$ cat config.mk
export PLATFORM = sky130hd
export DESIGN_NAME = tx_frame_shaper
export DESIGN_NICKNAME = d
export VERILOG_FILES = /design/src/rtl/dataplane_tx_pkg.sv /design/src/rtl/tx_frame_shaper.sv
export SDC_FILE = /design/constraint.sdc
export NUM_CORES = 1
export LEC_CHECK = 0
export BUFFER_PORTS_ARGS = -buffer_cell sky130_fd_sc_hd__buf_2
export CAP_MARGIN = 20
export CORE_ASPECT_RATIO = 1.5
export CORE_MARGIN = 2
export CORE_UTILIZATION = 32
export DETAILED_ROUTE_END_ITERATION = 12
export GPL_TIMING_DRIVEN = 0
export MAX_ROUTING_LAYER = met4
export SETUP_SLACK_MARGIN = 0.3
export SYNTH_ARGS = -nofsm -noshare
export SYNTH_HDL_FRONTEND = slang
export SYNTH_SLANG_ARGS = --single-unit
$ cat constraint.sdc
create_clock -name clk -period 8.43 [get_ports clk]
set_clock_uncertainty 0.1 [all_clocks]
set_input_delay 1.686 -clock clk [delete_from_list [all_inputs] [get_ports clk]]
set_output_delay 1.686 -clock clk [all_outputs]
set_load 0.005 [all_outputs]
$ cat src/rtl/dataplane_tx_pkg.sv
// Shared definitions for the transmit egress path: shaper state encoding,
// default frame limits and a saturating counter helper.
package dataplane_tx_pkg;

    typedef enum logic [2:0] {
        PASS = 3'd0,
        PAD  = 3'd1,
        DROP = 3'd2,
        TAIL = 3'd3,
        GAP  = 3'd4
    } tx_state_e;

    localparam int DEF_MIN_FRAME = 60;
    localparam int DEF_MAX_FRAME = 1518;
    localparam int DEF_IFG       = 12;

    // Increment v, holding at the all-ones value of a w-bit counter.
    function automatic logic [63:0] sat_inc(input logic [63:0] v, input int unsigned w);
        logic [63:0] top;
        top = (w >= 64) ? {64{1'b1}} : ((64'd1 << w) - 64'd1);
        return (v >= top) ? top : v + 64'd1;
    endfunction

endpackage

$ cat src/rtl/tx_frame_shaper.sv
// MAC egress shaper: pads runts to MIN_FRAME, truncates at MAX_FRAME, enforces
// an inter-frame gap and keeps saturating frame statistics.
module tx_frame_shaper
    import dataplane_tx_pkg::*;
#(
    parameter int MIN_FRAME  = DEF_MIN_FRAME,
    parameter int MAX_FRAME  = DEF_MAX_FRAME,
    parameter int IFG_CYCLES = DEF_IFG,
    parameter int CNT_W      = 16,
    parameter int STAT_W     = 32
) (
    input  logic              clk,
    input  logic              rst,
    input  logic              s_valid,
    input  logic [7:0]        s_data,
    input  logic              s_last,
    output logic              s_ready,
    output logic              m_valid,
    output logic [7:0]        m_data,
    output logic              m_last,
    input  logic              m_ready,
    output logic [STAT_W-1:0] stat_frames,
    output logic [STAT_W-1:0] stat_padded,
    output logic [STAT_W-1:0] stat_truncated,
    output logic              trunc_pulse,
    output logic [2:0]        dbg_state
);

    localparam int GAP_W = 16;
    localparam logic [CNT_W-1:0] MIN_C = CNT_W'(MIN_FRAME);
    localparam logic [CNT_W-1:0] MAX_C = CNT_W'(MAX_FRAME);

    // Handshake: a byte moves on a port in any cycle where valid and ready are
    // both high at the rising clock edge; valid never waits on ready.
    tx_state_e          state;
    logic [CNT_W-1:0]   byte_cnt;
    logic [GAP_W-1:0]   gap_cnt;
    logic               frame_padded;
    logic               frame_trunc;

    logic               load_slot;
    logic               m_hs;
    logic               s_acc;
    logic [CNT_W-1:0]   n;

    assign load_slot = !m_valid || m_ready;
    assign m_hs      = m_valid && m_ready;
    assign s_acc     = s_valid && s_ready;
    assign n         = byte_cnt + CNT_W'(1);
    assign dbg_state = state;

    always_comb begin
        s_ready = 1'b0;
        if (!rst) begin
            case (state)
                PASS:    s_ready = load_slot;
                DROP:    s_ready = 1'b1;
                default: s_ready = 1'b0;
            endcase
        end
    end

    always_ff @(posedge clk or posedge rst) begin
        if (rst) begin
            state          <= PASS;
            byte_cnt       <= '0;
            gap_cnt        <= '0;
            frame_padded   <= 1'b0;
            frame_trunc    <= 1'b0;
            m_valid        <= 1'b0;
            m_data         <= 8'h00;
            m_last         <= 1'b0;
            trunc_pulse    <= 1'b0;
            stat_frames    <= '0;
            stat_padded    <= '0;
            stat_truncated <= '0;
        end else begin
            trunc_pulse <= 1'b0;

            if (m_hs && m_last) begin
                stat_frames <= STAT_W'(sat_inc(64'(stat_frames), STAT_W));
                if (frame_padded)
                    stat_padded <= STAT_W'(sat_inc(64'(stat_padded), STAT_W));
                if (frame_trunc)
                    stat_truncated <= STAT_W'(sat_inc(64'(stat_truncated), STAT_W));
            end

            case (state)
                PASS: begin
                    if (s_acc) begin
                        m_valid  <= 1'b1;
                        m_data   <= s_data;
                        byte_cnt <= n;
                        if (s_last) begin
                            if (n >= MIN_C) begin
                                m_last <= 1'b1;
                                state  <= TAIL;
                            end else begin
                                m_last       <= 1'b0;
                                frame_padded <= 1'b1;
                                state        <= PAD;
                            end
                        end else if (n == MAX_C) begin
                            m_last      <= 1'b1;
                            trunc_pulse <= 1'b1;
                            frame_trunc <= 1'b1;
                            state       <= DROP;
                        end else begin
                            m_last <= 1'b0;
                        end
                    end else if (m_hs) begin
                        m_valid <= 1'b0;
                        m_last  <= 1'b0;
                    end
                end

                PAD: begin
                    if (load_slot) begin
                        m_valid  <= 1'b1;
                        m_data   <= 8'h00;
                        byte_cnt <= n;
                        if (n == MIN_C) begin
                            m_last <= 1'b1;
                            state  <= TAIL;
                        end else begin
                            m_last <= 1'b0;
                        end
                    end
                end

                DROP: begin
                    if (m_hs) begin
                        m_valid <= 1'b0;
                        m_last  <= 1'b0;
                    end
                    if (s_valid && s_last)
                        state <= TAIL;
                end

                TAIL: begin
                    if (m_hs) begin
                        m_valid <= 1'b0;
                        m_last  <= 1'b0;
                    end
                    if (!m_valid || (m_hs && m_last)) begin
                        byte_cnt     <= '0;
                        frame_padded <= 1'b0;
                        frame_trunc  <= 1'b0;
                        // PASS itself costs one idle cycle before the next byte
                        // appears, so GAP covers the remaining IFG_CYCLES-1.
                        if (IFG_CYCLES <= 1) begin
                            state <= PASS;
                        end else begin
                            gap_cnt <= GAP_W'(IFG_CYCLES);
                            state   <= GAP;
                        end
                    end
                end

                GAP: begin
                    gap_cnt <= gap_cnt - GAP_W'(1);
                    if (gap_cnt <= GAP_W'(2))
                        state <= PASS;
                end

                default: state <= PASS;
            endcase
        end
    end

endmodule

==> summary.txt <==
Pwr
  – Gate power share: 17.8%
  – Switching share of power: 31.99%
  – Psw: 0.6044 mW
  – Sequential share of power: 43.9%
  – P per Cell Area: 211.6 mW/mm^2
  – Internal power: 1.285 mW
  – Leak Pwr: 4.496 nW
  – Clock share of power: 38.3%
  – VDD IR max: 0.1340 mV

Setup path
  – CP dominant cell by count: buf_2
  – Critical path required time: 6640 ps
  – Worst-path cell chain: buf_2 > nand2b_1 > o21a_1 > buf_2
  – Crit Path Max Fanout: 5
  – Flop2flop setup slack: 5430 ps
  – Crit path DAT: 2390 ps
  – Critical Path Sink Type: output pin
  – Kind of critical path: input pin to output pin
  – CP max stage cell: nand2b_1
  – CP Launch Type: input pin
  – Crit-path max cell delay: 220 ps

Timing
  – Fin. Hold Viols: 0
  – RSZ-0062 raised after global routing: no
  – Max_slew headroom: 47.13%
  – Final setup vio count: 0
  – Least-Margin Pin Slew: 793.0 ps
  – Final period utilization: 49.58%
  – Max Transition Viols Final: 0
  – Final setup TNS: 0 ps
  – Highest clock rate: 239.2 MHz
  – Crit path time final: 4180 ps

CTS
  – Htree depth: 4
  – Clock sinks: 144
  – Root Driver: clkbuf_16
  – CTS tree: done
  – Hold buffers post-CTS: 0
  – Setup bufs post-CTS: 0
  – Clock-pin slew on the worst setup and hold paths: about 70 ps
  – Resized Gates After CTS: 0
  – Longest Clk Path Bufs: 2
  – TritonCTS buffer count: 17
  – Worst-skew pair later-pin latency: 430 ps

Synth
  – Post-synthesis cell type count: 60
  – Prevailing post-synth register cell: dfrtp_1
  – Cell Area, Synth: 0.007365 sq mm
  – Post-synthesis sequential area ratio: 48.93%
  – Avg Cell Area, Syn: 9.092 sq um
  – FFs w/ async S/R, synth: between 90% and 100%
  – Mapped Cells: 810
  – Synth warn: 0
  – Synthesis-stage register bit count: 144
  – Post-synth EDFFs: 0
  – Post-synth net total: 830

Layout
  – Antenna cells: 0
  – Layout cell share with drive strength beyond 1: 18.51%
  – Area Overhead vs Synth: 21.25%
  – Finished Core Util: 39.16%
  – Nets: 974
  – Layout fillers: 2369
  – Most common cell after layout, fill and taps aside: nand2_1
  – Most frequent cells in the layout: nand2_1 (147), dfrtp_1 (144), buf_2 (128)

Place
  – DP Wirelength: between 10000 and 15000 um
  – PortBufs: 123
  – Placer Congestion: 0.8456

Global route
  – Antenna violations before repair: 0
  – Largest net degree at the start of global routing: 83
  – Overflow left after global routing: 0
  – GRT Overall Usage: 16.05%
  – First-pass GRT wire length: around 31000 um
  – Vias in the first global route: 6158

Run status
  – Status: finished clean

Drt
  – WL final: 18530 um
  – Wire length on met1: between 8000 and 9000 um
  – DR top layer: met4
  – Initial DRC count: 277
  – DR WL met2: about 9400 um
  – Pre-antenna DRT Iters: 5
  – Via count: 6417
  – DR vias/cell: 5.146
  – DRC: 0
  – Met3 wire len: 755 um
  – Avg WL per Cell: around 15 um
  – Post-route ant nets: 0

Floorplan
  – Starting density of the core: 32.30%
  – Die X-Extent: 127.9 um
  – Die Area: 0.02427 sq mm
  – Die Y: 189.8 um
  – Core Box Area: 0.02280 sq mm
  – IO Pins: around 120
  – Site row count: 68

Min path
  – HP Class: flip-flop to flip-flop

Job
  – Max Cap Viol: 0
layer usage:
layer | global-route usage (%) | up-vias
li1 | - | 3154
met1 | 18.97 | 3095
met2 | 27.15 | 152
met3 | 3.403 | 16
met4 | 5.368 | 0
met5 | - | -
worst max-delay path: cells and delay by family:
family | cells | cell delay (ps)
AND/OR/NAND/NOR | 1 | 220
AO/OA/AOI/OAI | 1 | 220
buffers and inverters | 2 | 260
power groups by stage:
stage	Combinational (mW)	Clock [mW]	Sequential, mW
after global placement	0.331	0	0.841
after global routing	0.387	0.769	0.844
after detailed placement	0.341	0	0.842
final	0.336	0.723	0.830
after floorplan	0.229	0	0.826
after CTS	0.342	0.740	0.831
final timing paths:
check                           startpoint               to  cells past startpoint
worst max-delay path               m_ready          s_ready                      4
worst min-delay path             m_data[1]        m_data[1]                      2
worst max register to register     m_valid  stat_frames[10]                      9
worst min register to register   m_data[1]        m_data[1]                      2
max in group asynchronous              rst  stat_padded[17]                      3
min in group asynchronous              rst       gap_cnt[3]                      2
cell usage after synthesis, types with 3 or more instances:
cell | count | area share [%]
nand2_1 | 147 | 7.5
dfrtp_1 | 144 | 49
nand3_1 | 61 | 4.1
nor2_1 | 55 | 2.8
xor2_1 | 39 | 4.6
o21ai_0 | 31 | 2.1
and3_1 | 29 | 2.5
clkbuf_1 | 29 | 1.5
xnor2_1 | 27 | 3.2
a21oi_1 | 26 | 1.8
nand4_1 | 25 | 2.1
inv_1 | 18 | 0.92
or3_1 | 17 | 1.4
o31ai_1 | 16 | 1.6
o21ai_1 | 15 | 1.0
nor3_1 | 13 | 0.88
and4_1 | 11 | 1.3
a31oi_1 | 9 | 0.76
ha_1 | 7 | 1.2
nor2b_1 | 6 | 0.51
nor4_1 | 6 | 0.51
o41ai_1 | 6 | 0.71
nand2b_1 | 5 | 0.42
and2_1 | 4 | 0.34
buf_2 | 4 | 0.27
mux2i_1 | 4 | 0.54
o211ai_1 | 4 | 0.41
o21a_1 | 4 | 0.41
a21o_1 | 3 | 0.31
inv_2 | 3 | 0.15
mux2_1 | 3 | 0.46
nor4_2 | 3 | 0.51
o311ai_0 | 3 | 0.36
or4_1 | 3 | 0.31
through the flow:
step	setup WS [ps]	hold slack (ps)	instance area (sq um)	cells	total power, mW
3_3_place_gp	693.8	366.3	8330	1213	1.172
5_1_grt	4180	418.3	8930	1247	1.999
3_5_place_dp	4104	365.8	8368	1215	1.183
4_1_cts	4218	381.3	8930	1247	1.912
6_report	4250	373.1	8930	1247	1.889
2_1_floorplan	2778	345.4	7365	810	1.055
final cells by class:
cell class | count | area [sq um] | area share, %
clock inverters | 15 | 136.4 | 1.527
multi-input cells | 611 | 3550 | 39.75
plain buffers | 34 | 132.6 | 1.485
flip-flops and latches | 144 | 3603 | 40.35
clock buffers | 17 | 425.4 | 4.764
inverters | 21 | 83.83 | 0.9388
well taps | 280 | 350.3 | 3.923
repair buffers | 125 | 648.1 | 7.258
state kept, by name, summed over array words and instances (netlist names):
register and count:
stat_frames 32, stat_padded 32, stat_truncated 32, byte_cnt 16
gap_cnt 16, m_data 8, dbg_state 3, frame_padded 1
frame_trunc 1, m_last 1, m_valid 1, trunc_pulse 1
logic make-up after synthesis:
| group | after synthesis | share of synthesized area (%) |
|---|---|---|
| simple gates | 398 | 26.78 |
| flops | 144 | 48.93 |
| mux | 8 | 1.155 |
| compound gates | 132 | 11.23 |
| buf+inv | 55 | 2.871 |
| fa+ha+maj | 7 | 1.189 |
| xor+xnor | 66 | 7.849 |
Power figures use the tool's default switching activity.
